<file path="config.mk">
export PLATFORM = sky130hd
export DESIGN_NAME = l1_l2_arbiter
export DESIGN_NICKNAME = d
export VERILOG_FILES = /design/src/rtl/l1_l2_arbiter.sv
export SDC_FILE = /design/constraint.sdc
export NUM_CORES = 1
export LEC_CHECK = 0
export BUFFER_PORTS_ARGS = -buffer_cell sky130_fd_sc_hd__buf_2
export CAP_MARGIN = 20
export CORE_AREA = 2 2 271 273
export DETAILED_ROUTE_END_ITERATION = 8
export DIE_AREA = 0 0 273 275
export GPL_TIMING_DRIVEN = 0
export SLEW_MARGIN = 20
export SYNTH_ARGS = -nofsm -noshare
export SYNTH_HDL_FRONTEND = slang
export SYNTH_SLANG_ARGS = --single-unit
export TNS_END_PERCENT = 30
</file>
<file path="constraint.sdc">
create_clock -name clk -period 2.45 [get_ports clk]
set_clock_uncertainty 0.15 [all_clocks]
set_input_delay 0.245 -clock clk [delete_from_list [all_inputs] [get_ports clk]]
set_output_delay 0.245 -clock clk [all_outputs]
set_load 0.02 [all_outputs]
</file>
<file path="src/rtl/l1_l2_arbiter.sv">
// Round-robin arbiter sharing one L2 line port between the L1 I-cache and D-cache.
// One transaction is in flight at a time; the response goes back only to its owner.
module l1_l2_arbiter #(
    parameter int unsigned ADDR_W   = 16,
    parameter int unsigned LINE_W   = 128,
    parameter int unsigned OFFSET_W = 4
) (
    input  logic              clk,
    input  logic              reset_n,
    input  logic              icache_pmem_read,
    input  logic [ADDR_W-1:0] icache_pmem_address,
    output logic [LINE_W-1:0] icache_pmem_rdata,
    output logic              icache_pmem_resp,
    input  logic              dcache_pmem_read,
    input  logic              dcache_pmem_write,
    input  logic [ADDR_W-1:0] dcache_pmem_address,
    input  logic [LINE_W-1:0] dcache_pmem_wdata,
    output logic [LINE_W-1:0] dcache_pmem_rdata,
    output logic              dcache_pmem_resp,
    output logic              l2_read,
    output logic              l2_write,
    output logic [ADDR_W-1:0] l2_address,
    output logic [LINE_W-1:0] l2_wdata,
    input  logic [LINE_W-1:0] l2_rdata,
    input  logic              l2_resp,
    output logic              grant_d
);

    typedef enum logic [1:0] {IDLE, SERVE_I, SERVE_D} state_e;

    localparam logic [ADDR_W-1:0] LINE_MASK = {{(ADDR_W-OFFSET_W){1'b1}}, {OFFSET_W{1'b0}}};

    state_e            state_q, state_d;
    logic              last_d_q, last_d_d;
    logic              op_wr_q, op_wr_d;
    logic [ADDR_W-1:0] addr_q, addr_d;
    logic [LINE_W-1:0] wdata_q, wdata_d;
    logic [LINE_W-1:0] irdata_q, irdata_d;
    logic [LINE_W-1:0] drdata_q, drdata_d;
    logic              ireq, dreq;

    assign ireq = icache_pmem_read;
    assign dreq = dcache_pmem_read | dcache_pmem_write;

    always_comb begin
        state_d  = state_q;
        last_d_d = last_d_q;
        op_wr_d  = op_wr_q;
        addr_d   = addr_q;
        wdata_d  = wdata_q;
        irdata_d = irdata_q;
        drdata_d = drdata_q;
        unique case (state_q)
            IDLE: begin
                // On a tie the side that did not win last time is granted.
                if (dreq && (!ireq || !last_d_q)) begin
                    state_d  = SERVE_D;
                    last_d_d = 1'b1;
                    addr_d   = dcache_pmem_address & LINE_MASK;
                    op_wr_d  = dcache_pmem_write;
                    if (dcache_pmem_write) begin
                        wdata_d = dcache_pmem_wdata;
                    end
                end else if (ireq) begin
                    state_d  = SERVE_I;
                    last_d_d = 1'b0;
                    addr_d   = icache_pmem_address & LINE_MASK;
                    op_wr_d  = 1'b0;
                end
            end
            SERVE_I: begin
                if (l2_resp) begin
                    irdata_d = l2_rdata;
                    state_d  = IDLE;
                end
            end
            SERVE_D: begin
                if (l2_resp) begin
                    drdata_d = l2_rdata;
                    state_d  = IDLE;
                end
            end
            default: state_d = IDLE;
        endcase
    end

    always_ff @(posedge clk or negedge reset_n) begin
        if (!reset_n) begin
            state_q  <= IDLE;
            last_d_q <= 1'b0;
            op_wr_q  <= 1'b0;
            addr_q   <= '0;
            wdata_q  <= '0;
            irdata_q <= '0;
            drdata_q <= '0;
        end else begin
            state_q  <= state_d;
            last_d_q <= last_d_d;
            op_wr_q  <= op_wr_d;
            addr_q   <= addr_d;
            wdata_q  <= wdata_d;
            irdata_q <= irdata_d;
            drdata_q <= drdata_d;
        end
    end

    assign l2_read    = (state_q != IDLE) && !op_wr_q;
    assign l2_write   = (state_q != IDLE) && op_wr_q;
    assign l2_address = addr_q;
    assign l2_wdata   = wdata_q;
    assign grant_d    = (state_q == SERVE_D);

    // Responses bypass the hold registers so the requester sees data in the resp cycle.
    assign icache_pmem_resp  = (state_q == SERVE_I) && l2_resp;
    assign dcache_pmem_resp  = (state_q == SERVE_D) && l2_resp;
    assign icache_pmem_rdata = icache_pmem_resp ? l2_rdata : irdata_q;
    assign dcache_pmem_rdata = dcache_pmem_resp ? l2_rdata : drdata_q;

endmodule

</file>
* Word-level counts from Yosys, hierarchy flattened *
Index checks and enable logic that the tools add are counted.

operators by class
  eq/ne operators = 4
  muxes and demuxes = 11
  bitwise gates (word level) = 1
  reduce and logical (&&, ||, !) cells = 18

operators by type and width
  kind                                                                    count
  128-bit 2-to-1 mux                                                      2
  16-bit 2-to-1 mux                                                       2
  2-bit AND reduction                                                     4
  2-bit 2-to-1 mux                                                        3
  1-bit logical AND                                                       5
  2-bit one-hot mux with 2 select lines                                   1
  2-bit nonzero test                                                      2
  1-bit zero test                                                         3
  1-bit 2-to-1 mux                                                        3
  3-bit != test (second input constant)                                   1
  3-bit AND reduction                                                     1
  2-bit by 1-bit equality test with 1-bit output (second input constant)  1
  2-bit equality test (second input constant)                             1
  2-bit zero test                                                         1
  2-bit by 1-bit != test with 1-bit output (second input constant)        1
  2-bit OR reduction                                                      1
  1-bit logical OR                                                        1
  1-bit bitwise OR                                                        1

word-level totals
  register bits = 404
  input bits = 294
  output and inout port bits = 405
  logic and storage cells = 41

* Depth between registers and ports, before layout *
Gate-level depths: netlist of the first run.

  depth after elaboration = 5
  depth in mapped cells = 7
  depth with buffers taken out = 5

* Least setup slack after synthesis of the first run *
No wires, ideal clock.

  path kind = flip-flop to output port
  start = register state_q[0]
  end = output dcache_pmem_rdata[118]
  arrival time = 1.727 ns
  data required time = 2.055 ns
  path slack = 0.328 ns
  stages on the path, launching flop included = 7
  path buffers = 2
  path through = dfrtp_1 > inv_1 > ha_1 > and2_1 > buf_2 > buf_4 > mux2_2

between the ends
  longest elaborated chain between the ends = 3

RTL lines
  what                    RTL line  text
  start, declared         33        state_e state_q, state_d;
  start signal, assigned  97        state_q <= state_d;
  2-bit equality test     n/a
  net grant_d             26        output logic grant_d
  1-bit logical AND       115       assign dcache_pmem_resp = (state_q == SERVE_D) && l2_resp;
  net dcache_pmem_resp    19        output logic dcache_pmem_resp,
  128-bit 2-to-1 mux      117       assign dcache_pmem_rdata = dcache_pmem_resp ? l2_rdata : drdata_q;
  end, declared           18        output logic [LINE_W-1:0] dcache_pmem_rdata,

The timed path passes the listed nets, and every way through them passes these cells.

* Worst setup path after layout of the first run *
  start = register state_q[1]
  end = output dcache_pmem_rdata[84]

between the ends
  longest elaborated chain between the ends = 3

RTL lines
  what                 RTL line
  2-bit equality test  115
  1-bit logical AND    115
  128-bit 2-to-1 mux   117

Every way passes these cells.

==> results.json, run 1 <==
{
  "outcome": "finished with violations",
  "violations": "setup timing",
  "finalCritPeriodShare_pct": 113,
  "grt_max_degree": 104,
  "synth_edf_count": 0,
  "yosysTopAreaCell": "dfrtp_1",
  "ios": 699,
  "grt_pass1_wl_um": 78400,
  "arrival_ns": 2.37,
  "maxSlewHeadroom_pct": 35.4,
  "critPathRequiredTime_ns": 2.06,
  "cellPowerDensity_nw_per_um2": 1460,
  "die_height_um": 275,
  "critical_path.max_fanout": 5,
  "yosys.area.top_type_share_pct": 64.3,
  "io_buffers": 686,
  "place_area_sq_um": 20300,
  "p_clk_share_pct": 18.4,
  "clk_pin_slew_ns": 0.06,
  "areaGrowthSynthToFinish_pct": 75.4,
  "final_cell_area_sq_um": 27300,
  "dieArea_sq_um": 75100,
  "fillers": 6682,
  "synth_area_per_cell_sq_um": 17.4,
  "startpoint": "state_q[1]$_DFFE_PN0P_",
  "final-seq-area_sq_um": 10000,
  "antenna_found_initial": 3,
  "ctsLongestPathBuffers": 3,
  "max_freq_mhz": 362,
  "ys.flop_type": "dfrtp_1",
  "synthesis.area_sq_um": 15600,
  "coreArea_sq_um": 72300,
  "ant_nets": 0,
  "multi_input_area_sq_um": 5560,
  "grt.overflow.total": 0,
  "synth_cells": 894,
  "start_kind": "flop",
  "wl_um": 55800,
  "synth.most_common_cell": "dfrtp_1",
  "period_minus_slack_ns": 2.76,
  "max_slew.worst_pin.slew_ns": 0.966,
  "combPwrFrac_pct": 53.3,
  "whs_ns": 0.0585,
  "leakage_nw": 13.2,
  "worstHoldPathType": "input port to flop",
  "ys_types": 27,
  "yosysSeqAreaShare_pct": 64.3,
  "drive_above_1_share_pct": 62.6,
  "nets": 2273,
  "drt_iter0_drc": 385,
  "hold_viol": 0,
  "finalNonFillerCells": 2974,
  "switching_power_w": 0.0150,
  "netlist_top_cells_area": "dfrtp_1 (64%), mux2_2 (20%), mux2_4 (9.6%), buf_12 (1.4%), buf_2 (0.90%)",
  "p_seq_share_pct": 28.3,
  "start_util_pct": 21.5,
  "dp.cells": 2546,
  "async_reset_ff_share_pct": 100,
  "grt_usage_pct": 13.5,
  "die_x_um": 273,
  "internal_power_w": 0.0249,
  "cts_tree": "done",
  "cts_sinks": 400,
  "layout_setup_ws_ns": -0.311,
  "via_per_inst": 4.01,
  "clock_tree.root_cell": "clkbuf_16",
  "r2r-start": "state_q[0]$_DFFE_PN0P_",
  "htree_levels": 2,
  "numCtsBuffers": 45,
  "ir_worst_vdd_mv": 1.01,
  "rows": 99,
  "yosys_register_bits": 400,
  "cap_violations": 0,
  "setup_violations": 256,
  "vias": 11930,
  "first_pass_iters": 4,
  "switching_share_pct": 37.6,
  "critPathCaptureType": "primary output",
  "hp-start": "dcache_pmem_read",
  "synth_common_cells": "dfrtp_1 (400), mux2_2 (275), mux2_4 (100)",
  "grt_pass1_vias": 13149,
  "clock_latency_ns": 0.55,
  "critPathKind": "flop to primary output",
  "drc": 0,
  "rsz0062_at_grt": "yes",
  "tns_ns": -54.41,
  "wl_per_cell_um": 18.8,
  "gp_congestion": 0.879,
  "ys_warn_count": 0,
  "maxSlewViolCount": 0,
  "hpwl_um": 36900
}
-- cell families after synthesis --
family                     after synthesis  share of synthesized area (%)
other                                    1                         0.0241
adders and majority gates                3                          0.241
buffers and inverters                   52                           2.92
AOI/OAI and AO/OA                       21                          0.965
DFF                                    400                           64.3
muxes                                  396                           31.0
and+or+nand+nor                         21                          0.587
-- power groups by stage --
stage | sequential (W) | clock (W) | combinational, W
3_3_place_gp | 0.0111 | 0 | 0.0167
2_1_floorplan | 0.0125 | 0 | 0.00970
6_report | 0.0113 | 0.00736 | 0.0213
5_1_grt | 0.0116 | 0.00786 | 0.0223
3_5_place_dp | 0.0113 | 0 | 0.0170
4_1_cts | 0.0112 | 0.00757 | 0.0199
-- stage by stage --
step	worst slack, ns	total power, W	utilization (%)
after floorplan	0.328	0.0222	-
after global placement	-6.58	0.0279	27.9
after detailed placement	-0.768	0.0283	28.1
after CTS	-0.373	0.0387	36.5
after global routing	-0.403	0.0418	37.7
final	-0.311	0.0399	37.7
-- worst max-delay path, cell delays in order, from the launching register on --
cell and delay, ns:
dfrtp_1 0.39, buf_6 0.13, ha_4 0.15, and2_4 0.17
buf_6 0.15, clkbuf_16 0.18, clkbuf_16 0.17, mux2_4 0.33
buf_6 0.14
-- area by class of cell --
cell class                      instances  area share [%]
Timing Repair Buffer                 1034            29.5
Buffer                                 47            3.03
Antenna cell                            3          0.0275
Inverter                                3          0.0412
Sequential cell                       400            36.7
Clock inverter                         22            1.27
Clock buffer                           61            4.71
Tap cell                              959            4.39
Multi-Input combinational cell        445            20.4
-- timing repair --
item | 4_1_cts | 5_1_grt
pin swaps | 2 | 2
resized for setup | 340 | 149
setup endpoints to repair | 431 | 257
endpoints found under the hold margin | 593 | 0
buffers inserted | 19 | 23
hold buffers | 282 | 0
gates cloned | 10 | 10
-- state kept, by name (all words and copies together), names as in the netlist --
register    count
l2_wdata      128
l2_address     12
last_d_q        1
state_q         2
drdata_q      128
op_wr_q         1
irdata_q      128
-- cell usage in the layout (no fill, tap or decap), drive strengths merged --
cell	netlist	layout
nand2	14	14
inv	3	5
dlygate4sd3	0	282
nor2b	1	1
o2bb2ai	1	1
ha	3	3
clkinvlp	0	3
nor3	1	1
mux2i	12	12
mux2	384	384
conb	1	4
buf	48	782
bufinv	0	8
and2b	1	1
nor2	3	3
bufbuf	0	4
clkbuf	1	74
dfrtp	400	400
o31ai	1	1
a21oi	2	2
and2	1	1
clkinv	0	9
o21ai	12	12
a21o	2	2
diode	0	3
a22o	3	3
-- routing by layer --
layer / share of wire [%] / track usage (%)
met1: 39 / 15.5
met2: 52 / 24.4
met3: 6.0 / 3.30
met4: 3.1 / 5.10
met5: 0.047 / 0
-- path summary, 6_finish.rpt --
check                      slack [ns]  depth (start not counted)                   endpoint
setup reg to reg                 0.22                          8   l2_wdata[80]$_DFFE_PN0P_
max in group asynchronous        0.66                          3  l2_address[6]$_DFFE_PN0P_
setup / recovery                -0.31                          8      dcache_pmem_rdata[84]
hold reg to reg                  0.32                          2  l2_address[5]$_DFFE_PN0P_
hold / removal                   0.06                          3  l2_address[4]$_DFFE_PN0P_
min in group asynchronous        0.18                          3   irdata_q[14]$_DFFE_PN0P_
No activity file was read; power rests on OpenSTA's default activity.
==> run 2: changes to the inputs <==
- HOLD_SLACK_MARGIN: unset -> 0.12
==> run 2 against run 1 <==
  * The run still ends with setup timing left
  * Combinational power is essentially flat
  * Fmax is 0.21% higher
  * Setup slack better by 0.0057 ns
  * First-iteration DRC count increased by 5.2%
  * Critical path depth unchanged
  * Global-route usage barely moved
  * Sequential share of layout area is 0.096 points lower
  * Worst hold slack better by 0.11 ns
  * Non-clock buffer count up 7
  * Via count increased by 0.28%
==> results.json, run 2 (synthesis gave the netlist of run 1 again) <==
{
  "dieArea_sq_um": 75100,
  "grt.overflow.total": 0,
  "p_total_w": 0.0400,
  "coreArea_sq_um": 72300,
  "wl_per_cell_um": 18.8,
  "areaGrowthSynthToFinish_pct": 75.9,
  "path_cells": "inv_2, ha_4, and2_4, buf_6, clkbuf_16, clkbuf_16, mux2_4, buf_6",
  "crit_family": "buffers and inverters",
  "fillers": 6683,
  "violations": "setup timing",
  "rows": 99,
  "max_freq_mhz": 363,
  "die_height_um": 275,
  "finalCritPeriodShare_pct": 112,
  "ios": 699,
  "critPathRequiredTime_ns": 2.06,
  "rsz0062_at_grt": "yes",
  "drc": 0,
  "outcome": "finished with violations",
  "leakage_nw": 13.2,
  "die_x_um": 273,
  "grt_pass1_vias": 13181,
  "ant_nets": 0,
  "final_common_cell": "buf_2",
  "hold_viol": 0,
  "first_pass_iters": 4,
  "clock_latency_ns": 0.55,
  "grt_usage_pct": 13.6,
  "grt_pass1_wl_um": 78600,
  "mostFrequentLayoutCells": "buf_2 (543), dfrtp_1 (400), dlygate4sd3_1 (289)",
  "start_kind": "flop",
  "drt_iter0_drc": 405,
  "io_buffers": 686,
  "critPathCaptureType": "primary output",
  "setup_violations": 256,
  "whs_ns": 0.168,
  "numCtsBuffers": 45,
  "max_slew.worst_pin.slew_ns": 0.964,
  "slowest_stage": "dfrtp_1",
  "cts_sinks": 400,
  "start_util_pct": 21.5,
  "maxSlewViolCount": 0,
  "clock_tree.root_cell": "clkbuf_16",
  "cap_violations": 0,
  "arrival_ns": 2.36,
  "maxSlewHeadroom_pct": 35.5,
  "layout_setup_ws_ns": -0.306,
  "cp_num_buf_inv": 5,
  "htree_levels": 2,
  "drive_above_1_share_pct": 62.4,
  "worstHoldPathType": "input port to async pin",
  "critPathKind": "flop to primary output",
  "finalNonFillerCells": 2981,
  "period_minus_slack_ns": 2.76,
  "antenna_found_initial": 2,
  "max_stage_delay_ns": 0.41,
  "tns_ns": -55.56,
  "vias": 11964,
  "critical_path.max_fanout": 5,
  "clk_pin_slew_ns": 0.06,
  "dp.cells": 2546,
  "via_per_inst": 4.01,
  "ctsLongestPathBuffers": 3,
  "gp_congestion": 0.879,
  "ir_worst_vdd_mv": 1.01,
  "cts_tree": "done",
  "cellPowerDensity_nw_per_um2": 1460,
  "pre_cts_ws_ns": -0.768,
  "wl_um": 56100,
  "hpwl_um": 36900,
  "nets": 2280,
  "grt_max_degree": 104
}
## run 2: what timing repair did
item,in CTS,in global routing
gates resized for setup,340,151
gates cloned,10,9
pin swaps,2,1
hold buffers,289,0
setup buffers,19,23
hold endpoints to repair,597,0
setup endpoints to repair,431,262
## run 2: final timing paths
path	cells after the start	start	endpoint	slack, ns
setup reg to reg	8	state_q[0]$_DFFE_PN0P_	l2_address[4]$_DFFE_PN0P_	0.06
max in group asynchronous	3	reset_n	l2_address[6]$_DFFE_PN0P_	0.66
hold reg to reg	2	l2_address[5]$_DFFE_PN0P_	l2_address[5]$_DFFE_PN0P_	0.32
min in group clk	4	icache_pmem_read	state_q[1]$_DFFE_PN0P_	0.20
setup / recovery	8	state_q[0]$_DFFE_PN0P_	dcache_pmem_rdata[84]	-0.31
hold / removal	3	reset_n	irdata_q[14]$_DFFE_PN0P_	0.17
## run 2: through the flow
stage | util, % | instance area [sq um]
CTS | 36.6 | 26500
global placement | 27.9 | 20200
detailed placement | 28.1 | 20300
global route | 37.8 | 27400
floorplan | - | 15600
finish | 37.8 | 27400
## run 2: per-layer routing
metal  global-route usage (%)  vias to the layer above  share of wire, %
li1                         -                     5345                 -
met1                     15.6                     6062                39
met2                     24.5                      444                52
met3                     3.26                      111               5.9
met4                     5.15                        2               3.1
met5                        0                        -             0.025
## run 2: tightest hold or removal path: stages
cell and delay, ns:
dlygate4sd3_1 0.58, buf_8 0.15, buf_16 0.33
## run 2: layout make-up
type / count / area, sq um / share of cell area [%]
Sequential cell: 400 / 10000 / 36.6
Timing Repair Buffer: 1040 / 8100 / 29.6
Multi-Input combinational cell: 445 / 5570 / 20.3
Clock buffer: 61 / 1290 / 4.70
Tap cell: 959 / 1200 / 4.38
Buffer: 48 / 850 / 3.10
Clock inverter: 22 / 348 / 1.27
Inverter: 3 / 11.3 / 0.0411
Antenna cell: 3 / 7.51 / 0.0274
## run 2: report_power, final
part / leakage, nW / switching, W / total, W / internal, W
combinational: 7.65 / 0.0109 / 0.0213 / 0.0104
sequential: 4.74 / 0.00132 / 0.0113 / 0.00999
clock: 0.797 / 0.00282 / 0.00736 / 0.00454
